`config.mk`:
```
export PLATFORM = sky130hd
export DESIGN_NAME = control_sequencer
export DESIGN_NICKNAME = d
export VERILOG_FILES = /design/src/rtl/control_sequencer.sv
export SDC_FILE = /design/constraint.sdc
export NUM_CORES = 1
export LEC_CHECK = 0
export BUFFER_PORTS_ARGS = -buffer_cell sky130_fd_sc_hd__buf_4
export CAP_MARGIN = 10
export CORE_MARGIN = 3
export CORE_UTILIZATION = 39
export DETAILED_ROUTE_END_ITERATION = 6
export PLACE_DENSITY = 0.77
export SLEW_MARGIN = 20
export SYNTH_ARGS = -nofsm -noshare
export SYNTH_HDL_FRONTEND = slang
export SYNTH_SLANG_ARGS = --single-unit
```
`constraint.sdc`:
```
create_clock -name clock -period 1.6 [get_ports clock]
set_input_delay 0.32 -clock clock [delete_from_list [all_inputs] [get_ports clock]]
set_output_delay 0.32 -clock clock [all_outputs]
set_load 0.005 [all_outputs]
```
`src/rtl/control_sequencer.sv`:
```
// Hardwired control unit: sequences fetch (T0..T2) and register-register
// ALU execution (T3..T6) strobes for the bus-based datapath.
module control_sequencer #(
   parameter int REG_SEL_W = 4,
   parameter int ALU_OP_W  = 4,
   parameter int OPC_W     = 5,
   parameter int CNT_W     = 16
) (
   input  logic                 clock,
   input  logic                 reset_n,
   input  logic                 run,
   input  logic [31:0]          ir,
   input  logic                 mem_ready,
   output logic                 PCout,
   output logic                 Zlowout,
   output logic                 Zhighout,
   output logic                 MDRout,
   output logic                 Rout,
   output logic                 MARin,
   output logic                 Zin,
   output logic                 PCin,
   output logic                 MDRin,
   output logic                 IRin,
   output logic                 Yin,
   output logic                 Rin,
   output logic                 HIin,
   output logic                 LOin,
   output logic                 IncPC,
   output logic                 Read,
   output logic [REG_SEL_W-1:0] reg_select,
   output logic [ALU_OP_W-1:0]  ALU_operation,
   output logic                 instr_done,
   output logic                 illegal,
   output logic [CNT_W-1:0]     retired
);

   localparam logic [ALU_OP_W-1:0] ALU_NONE = ALU_OP_W'(13);
   localparam logic [OPC_W-1:0]    OPC_NEG  = OPC_W'(4);
   localparam logic [OPC_W-1:0]    OPC_NOT  = OPC_W'(5);
   localparam logic [OPC_W-1:0]    OPC_MUL  = OPC_W'(11);
   localparam logic [OPC_W-1:0]    OPC_DIV  = OPC_W'(12);
   localparam int                  RA_HI    = 31 - OPC_W;
   localparam int                  RB_HI    = RA_HI - REG_SEL_W;
   localparam int                  RC_HI    = RB_HI - REG_SEL_W;
   localparam int                  FREE_HI  = RC_HI - REG_SEL_W;

   // T1 is the first memory-read cycle; T1W holds the read while memory stalls.
   typedef enum logic [3:0] {
      S_IDLE, S_T0, S_T1, S_T1W, S_T2, S_T3, S_T4, S_T5, S_T6, S_HALT
   } state_t;

   state_t               state_q, state_d;
   logic [CNT_W-1:0]     retired_q, retired_d;

   logic [OPC_W-1:0]     opc;
   logic [REG_SEL_W-1:0] ra, rb, rc;
   logic                 opc_legal, opc_unary, opc_muldiv;
   logic                 unused_ir_bits;

   assign opc            = ir[31 -: OPC_W];
   assign ra             = ir[RA_HI -: REG_SEL_W];
   assign rb             = ir[RB_HI -: REG_SEL_W];
   assign rc             = ir[RC_HI -: REG_SEL_W];
   assign unused_ir_bits = ^ir[FREE_HI:0];

   assign opc_legal  = (opc <= OPC_DIV);
   assign opc_unary  = (opc == OPC_NEG) || (opc == OPC_NOT);
   assign opc_muldiv = (opc == OPC_MUL) || (opc == OPC_DIV);

   always_ff @(posedge clock or negedge reset_n) begin
      if (!reset_n) begin
         state_q   <= S_IDLE;
         retired_q <= '0;
      end else begin
         state_q   <= state_d;
         retired_q <= retired_d;
      end
   end

   always_comb begin
      retired_d = retired_q;
      if (instr_done) retired_d = retired_q + CNT_W'(1);
   end

   assign retired = retired_q;

   always_comb begin
      state_d       = state_q;
      PCout         = 1'b0;
      Zlowout       = 1'b0;
      Zhighout      = 1'b0;
      MDRout        = 1'b0;
      Rout          = 1'b0;
      MARin         = 1'b0;
      Zin           = 1'b0;
      PCin          = 1'b0;
      MDRin         = 1'b0;
      IRin          = 1'b0;
      Yin           = 1'b0;
      Rin           = 1'b0;
      HIin          = 1'b0;
      LOin          = 1'b0;
      IncPC         = 1'b0;
      Read          = 1'b0;
      reg_select    = '0;
      ALU_operation = ALU_NONE;
      instr_done    = 1'b0;
      illegal       = 1'b0;
      case (state_q)
         S_IDLE: begin
            if (run) state_d = S_T0;
         end
         S_T0: begin
            PCout   = 1'b1;
            MARin   = 1'b1;
            IncPC   = 1'b1;
            Zin     = 1'b1;
            state_d = S_T1;
         end
         S_T1: begin
            Zlowout = 1'b1;
            PCin    = 1'b1;
            Read    = 1'b1;
            MDRin   = 1'b1;
            state_d = mem_ready ? S_T2 : S_T1W;
         end
         S_T1W: begin
            Read  = 1'b1;
            MDRin = 1'b1;
            if (mem_ready) state_d = S_T2;
         end
         S_T2: begin
            MDRout  = 1'b1;
            IRin    = 1'b1;
            state_d = S_T3;
         end
         S_T3: begin
            if (!opc_legal) begin
               state_d = S_HALT;
            end else begin
               reg_select = rb;
               Rout       = 1'b1;
               Yin        = 1'b1;
               state_d    = S_T4;
            end
         end
         S_T4: begin
            // Unary ops still present rc but keep it off the bus; the ALU reads Y only.
            reg_select    = rc;
            Rout          = !opc_unary;
            ALU_operation = opc[ALU_OP_W-1:0];
            Zin           = 1'b1;
            state_d       = S_T5;
         end
         S_T5: begin
            Zlowout = 1'b1;
            if (opc_muldiv) begin
               LOin    = 1'b1;
               state_d = S_T6;
            end else begin
               reg_select = ra;
               Rin        = 1'b1;
               instr_done = 1'b1;
               state_d    = run ? S_T0 : S_IDLE;
            end
         end
         S_T6: begin
            Zhighout   = 1'b1;
            HIin       = 1'b1;
            instr_done = 1'b1;
            state_d    = run ? S_T0 : S_IDLE;
         end
         S_HALT: begin
            illegal = 1'b1;
         end
         default: begin
            state_d = S_IDLE;
         end
      endcase
   end

endmodule

```
==> metrics.cfg, run 1 <==
[synthesis]
ys_warn_count=0
synth_compound_area_share_pct=15.0
avgSynthCellArea_um2=9.15
synth-simple-area-share_pct=27.2
yosys.area_share.xor_xnor_pct=9.97
synth_seq_cells=20
synth_edf_count=0
yosysTopAreaCellShare_pct=38.0
netlist_area_mm2=0.00132
yosysSeqAreaShare_pct=38.0
ys_types=45
synth_top_family_by_area=simple AND/OR/NAND/NOR gates
postSynthCellCount=144
post-synth-top-area-cell=dfrtp_1
muxShareOfSynthArea_pct=1.71
synth_flop_cell=dfrtp_1
syn_nets=181
synthTopCellsByArea=dfrtp_1 (38%), xnor2_1 (7.3%), nand2_1 (3.1%)
synth_fa_ha_area_share_pct=0.950
async_reset_ff_share_pct=100

[final_layout]
layout_commonest_cell=buf_4
ff_latch_area_um2=500
fillers=170
final_area_mm2=0.00254
layout.nets=286
mostFrequentLayoutCells=buf_4 (79), buf_6 (30), dfrtp_1 (20)
finalNonFillerCells=292
syn2layout_area_growth_pct=92.5
final_layout_size_suffix_gt1_share_pct=64.9
num_antenna_cells=0
multi_input_area_um2=931

[clocking]
root_buffer=clkbuf_4
ctsLongestPathBuffers=2
clk-insertion-delay-late_ps=310
numCtsBuffers=3
cts_tree=yes
path_clk_slew_ps=130
clock-sinks=20
cts_htree_levels=1

[sta]
slew-limit-headroom_pct=75.5
fin_crit_sh_pct=137
clock-skew-final_ps=11.3
worst_slack_ps=-589
period_minus_slack_ps=2190
whs_ps=284
drv_slew=0
setup_viol=44
rsz0062_at_grt=true
tightest_slew_ps=367
max_freq_ghz=0.457
final_hold_viol_count=0

[worst_setup_path]
r2r_end=retired[13]$_DFFE_PN0P_
critPathRequiredTime_ps=1280
path_class=reg2out
reg2reg_from=state_q[2]$_DFFE_PN0P_
r2r_slack_ps=-400
cp.arrival_ps=1870
end_kind=output pin
critPathLaunchType=register
crit_fanout=5
rr_worst_depth=6

[floorplanning]
fp-row-count=20
ioPinCount=78
die_x_um=64.1
fp.dieH_um=64.1
die-area_mm2=0.00411
initial_core_util_pct=42.1
core_area_mm2=0.00313

[pwr]
switching_share_pct=38.1
p_int_mw=2.12
p_switching_mw=1.31
ir_drop_mv=1.12
pwr-share-clk_pct=12.2
p_comb_share_pct=66.3
powerDensity_mw_per_mm2=1350
seq_power_share_pct=21.5
leakagePower_nw=1.29

[drt]
final_antenna_net_count=0
vias=1564
drt_wl_total_mm=4.99
avgRoutedWirePerCell_um=17.1
via_per_inst=5.36
first_pass_iters=4
drt_iter0_drc=91
route.detailed.drc=0

[global_route]
grt_first_pass_wirelength_mm=7.47
grt_pass1_vias=1528
antenna_found_initial=0
overflow=0
grt_max_degree=21
grtUsageTotal_pct=23.1

[job]
max-cap-violations=0

[outcome]
status=finished, violations left
violations=setup timing

[min_path]
hp-class=in2reg
hold_depth=3
hold_end=state_q[0]$_DFFE_PN0P_
worstHoldStart=run

[place]
portBuffers=62
dpl_cell_area_mm2=0.00200
place_hpwl_mm=2.81
gp_congestion=0.839
dpl.cell_count=266

[cells by family (layout without fill, tap and decap cells)]
group	count (synthesis)	count (layout)
muxes	2	2
DFF	20	20
buffers and inverters	20	124
AOI/OAI and AO/OA	26	26
and+or+nand+nor	60	60
adders and majority gates	1	1
xor gates and xnor gates	15	15
[through the flow]
stage	total power [mW]	util, %	worst slack, ps	TNS, ps
final	3.43	81.1	-589	-13430
after CTS	3.19	77.4	-508	-13000
after detailed placement	2.15	63.9	-279	-4130
after global placement	2.10	63.9	-257	-3630
after global routing	3.63	81.1	-684	-15640
after floorplan	1.44	-	-150	-997
[per-layer routing]
layer  GRT usage (%)  vias to the layer above  share of wire (%)  wire, um
met1            28.7                      782                 41      2040
met3            2.11                        8                3.7       185
li1                -                      714                  -         -
met5               0                        -                  0         0
met2            41.7                       60                 54      2680
met4            7.65                        0                1.6        82
[cell type report]
type / count / share of cell area (%)
Inverter: 9 / 1.63
Multi-Input combinational cell: 104 / 36.7
Clock inverter: 1 / 1.18
Clock buffer: 3 / 0.888
Timing Repair Buffer: 111 / 37.7
Sequential cell: 20 / 19.7
Tap cell: 44 / 2.17
[timing repair]
action,CTS,global route
hold buffers,1,0
setup endpoints to repair,43,45
pin swaps,27,14
gates cloned,0,0
setup buffers,19,9
endpoints found under the hold margin,20,0
gates resized for setup,64,23
[critical path, stage by stage (launching register included)]
cell and delay [ps]:
dfrtp_1 430, buf_6 130, and4b_1 180, and2_4 180, a222oi_1 400, inv_1 90, buf_4 150
[worst max-delay path by stage]
stage	slack (ps)	start	endpoint
4_1_cts	-510	state_q[2]$_DFFE_PN0P_	reg_select[1]
3_5_place_dp	-280	ir[27]	reg_select[1]
6_report	-590	state_q[2]$_DFFE_PN0P_	reg_select[3]
5_1_grt	-680	state_q[2]$_DFFE_PN0P_	reg_select[3]
3_3_place_gp	-260	ir[29]	reg_select[1]
2_1_floorplan	-150	state_q[2]$_DFFE_PN0P_	retired[1]$_DFFE_PN0P_
[synthesized netlist by cell type (2+ instances only)]
library cell,instances
dfrtp_1,20
nand2_1,11
xnor2_1,11
nor2_1,10
inv_1,8
and3_1,5
buf_4,5
clkbuf_1,5
o21ai_0,5
a222oi_1,4
a31oi_1,4
and2_1,4
nand3_1,4
nand4_1,4
nor3_1,4
xor2_1,4
nor2b_1,3
or3_1,3
nand2b_1,2
o211ai_1,2
o21ai_1,2
[flip-flops by register name (all words and copies together), names as in the netlist]
register	flops
state_q	4
retired	16
[power groups by stage]
stage / Clock [mW] / Combinational [mW] / Sequential, mW
global placement: 0 / 1.38 / 0.721
global route: 0.442 / 2.43 / 0.756
detailed placement: 0 / 1.42 / 0.733
finish: 0.418 / 2.27 / 0.738
floorplan: 0 / 0.730 / 0.708
CTS: 0.422 / 2.04 / 0.723
No activity file was read; power rests on OpenSTA's default activity.
==> run 2: changes to the inputs <==
--- a/config.mk
+++ b/config.mk
@@ -5,12 +5,13 @@
 export SDC_FILE = /design/constraint.sdc
 export NUM_CORES = 1
 export LEC_CHECK = 0
+export ABC_AREA = 1
 export BUFFER_PORTS_ARGS = -buffer_cell sky130_fd_sc_hd__buf_4
 export CAP_MARGIN = 10
 export CORE_MARGIN = 3
-export CORE_UTILIZATION = 39
+export CORE_UTILIZATION = 42
 export DETAILED_ROUTE_END_ITERATION = 6
-export PLACE_DENSITY = 0.77
+export PLACE_DENSITY = 0.78
 export SLEW_MARGIN = 20
 export SYNTH_ARGS = -nofsm -noshare
 export SYNTH_HDL_FRONTEND = slang
==> run 2 against run 1 <==
  * The run still ends with setup timing left
  * Design area increased by 2.2%
  * Hold slack improved by 140 ps
  * Clock skew decreased by 7.2 ps
  * Clock power decreased by 21%
  * Sequential power decreased by 5.0%
  * Cell count increased by 30%
  * Fmax increased by 21%
  * Die area increased by 12%
  * Global-route usage decreased by 2.9 points
  * Largest cell class is now multi-input gates
==> metrics.cfg, run 2 <==
[clocking]
cts_htree_levels=1
ctsLongestPathBuffers=2
clk-insertion-delay-late_ps=260
cts_tree=yes
root_buffer=clkbuf_8
path_clk_slew_ps=70
clock-sinks=20
numCtsBuffers=3

[synthesis]
yosysTopAreaCellShare_pct=31.0
synth_flop_cell=dfrtp_1
async_reset_ff_share_pct=100
synth_seq_cells=20
ys_warn_count=0
synth_most_common_cell=nand2_1
synth_edf_count=0
synth_commonest_cells=nand2_1 (82), inv_1 (31), nor2_1 (25)
netlist_area_mm2=0.00161
synthTopCellsByArea=dfrtp_1 (31%), nand2_1 (19%), inv_1 (7.2%)
syn_nets=278
avgSynthCellArea_um2=6.70
yosysSeqAreaShare_pct=31.0
postSynthCellCount=241
post-synth-top-area-cell=dfrtp_1
ys_types=25

[final_layout]
syn2layout_area_growth_pct=60.6
multi_input_area_mm2=0.00100
layout_commonest_cell=buf_4
finalNonFillerCells=381
ff_latch_area_um2=504
fillers=264
final_layout_size_suffix_gt1_share_pct=49.0
final_area_mm2=0.00259
num_antenna_cells=0
largest_reg_flops=16
mostFrequentLayoutCells=buf_4 (78), nand2_1 (74), inv_1 (27)
layout.nets=374

[sta]
max_freq_ghz=0.553
fin_crit_sh_pct=113
rsz0062_at_grt=true
tightest_slew_ps=303
period_minus_slack_ps=1810
setup_viol=22
clock-skew-final_ps=4.03
slew-limit-headroom_pct=79.7
final_hold_viol_count=0
whs_ps=420
drv_slew=0
worst_slack_ps=-208
setup_tns_ps=-2430

[worst_setup_path]
max_stage_delay_ps=400
crit_fanout=4
cp.arrival_ps=1490
crit_path_top_delay_cell=dfrtp_1
critPathLaunchType=register
path_cells=inv_2 > nand2_4 > inv_4 > nand2_4 > a21oi_4 > buf_6 > nand2_2 > nand3_2 > buf_6
end_kind=output pin
path_class=reg2out
critPathRequiredTime_ps=1280

[outcome]
status=finished, violations left
violations=setup timing

[place]
gp_congestion=0.857
dpl.cell_count=354
place_hpwl_mm=3.14
dpl_cell_area_mm2=0.00216
portBuffers=62

[pwr]
power_mw=2.91
p_comb_share_pct=64.6
p_switching_mw=1.17
ir_drop_mv=1.02
seq_power_share_pct=24.1
pwr-share-clk_pct=11.4
switching_share_pct=40.1
leakagePower_nw=1.38
p_int_mw=1.74
powerDensity_mw_per_mm2=1120

[drt]
via_per_inst=4.85
avgRoutedWirePerCell_um=12.6
dr_wl_met3_um=467
wirelength_met1_mm=1.85
dr.max_layer_used=met4
route.detailed.drc=0
drt_iter0_drc=63
drt_wl_total_mm=4.80
met2RoutedLength_mm=2.37
final_antenna_net_count=0
vias=1847
first_pass_iters=4

[global_route]
grt_pass1_vias=1730
overflow=0
grt_max_degree=21
antenna_found_initial=0
grt_first_pass_wirelength_mm=7.21
grtUsageTotal_pct=20.2

[min_path]
hp-class=in2reg

[job]
max-cap-violations=0

[floorplanning]
fp-row-count=21
fp.dieH_um=68.0
ioPinCount=78
initial_core_util_pct=45.8
die_x_um=68.0
core_area_mm2=0.00352
die-area_mm2=0.00462

run 2: changes by cell type in the layout (fill, tap and decap cells not counted), moves of 4 or more:
| cell | change |
|---|---|
| nand3_1 | +9 |
| inv_2 | +6 |
| and2_1 | -4 |
| nor2_2 | +5 |
| xnor2_1 | -10 |
| nand2_2 | +12 |
| xor2_1 | +5 |
| buf_6 | -14 |
| inv_1 | +21 |
| a222oi_1 | -4 |
| nor2_1 | +13 |
| nand2_1 | +72 |
run 2: worst paths after layout:
check / startpoint / endpoint / slack, ps / cells past startpoint
worst max-delay path: state_q[3]$_DFFE_PN0P_ / reg_select[2] / -210 / 9
worst min-delay path: run / state_q[0]$_DFFE_PN0P_ / 420 / 5
worst max register to register: state_q[1]$_DFFE_PN0P_ / state_q[0]$_DFFE_PN0P_ / 50 / 11
worst min register to register: retired[15]$_DFFE_PN0P_ / retired[15]$_DFFE_PN0P_ / 530 / 2
max in group asynchronous: reset_n / state_q[2]$_DFFE_PN0P_ / 890 / 2
min in group asynchronous: reset_n / retired[9]$_DFFE_PN0P_ / 480 / 2
run 2: critical path, delay by kind of cell (launching register included):
family / cells / cell delay, ps
DFF: 1 / 400
and+or+nand+nor: 4 / 250
AOI/OAI and AO/OA: 1 / 170
buffers and inverters: 4 / 400
run 2: repair_timing:
action / in CTS / in global routing
gates cloned: 0 / 1
setup endpoints to repair: 21 / 43
resized for setup: 23 / 34
hold endpoints to repair: 20 / 0
hold buffers: 1 / 0
pin swaps: 7 / 8
setup buffers: 17 / 9
run 2: per-stage QoR:
stage	setup slack, ps	utilization (%)
after global placement	-24.4	61.4
after detailed placement	-62.0	61.4
after CTS	-193	68.4
after global routing	-287	73.6
after floorplan	136	-
final	-208	73.6
run 2: layout make-up:
| class | instances | area share (%) |
|---|---|---|
| timing repair buffer | 98 | 32.2 |
| clock buffer | 3 | 1.59 |
| inverter | 38 | 5.89 |
| tap | 46 | 2.22 |
| multi-input combinational | 176 | 38.6 |
| sequential | 20 | 19.4 |
run 2: power by group through the flow:
stage / registers (mW) / logic [mW] / clock network, mW
2_1_floorplan: 0.685 / 0.723 / 0
3_3_place_gp: 0.683 / 1.22 / 0
3_5_place_dp: 0.685 / 1.24 / 0
4_1_cts: 0.694 / 1.57 / 0.343
5_1_grt: 0.715 / 2.02 / 0.370
6_report: 0.701 / 1.88 / 0.331
run 2: cells by family (layout without fill, tap and decap cells):
logic type | count (synthesis) | count (layout) | share of synthesized area (%)
AND/OR/NAND/NOR | 155 | 155 | 44.7
AO/OA/AOI/OAI | 11 | 11 | 5.89
adder cells (fa/ha/maj) | 1 | 1 | 0.775
buffers and inverters | 45 | 139 | 12.8
flip-flops | 20 | 20 | 31.0
XOR/XNOR | 9 | 9 | 4.88
run 2: per-layer routing:
metal	vias up	track usage (%)
li1	924	-
met5	-	0
met3	11	4.11
met4	0	7.69
met1	839	23.2
met2	73	36.3
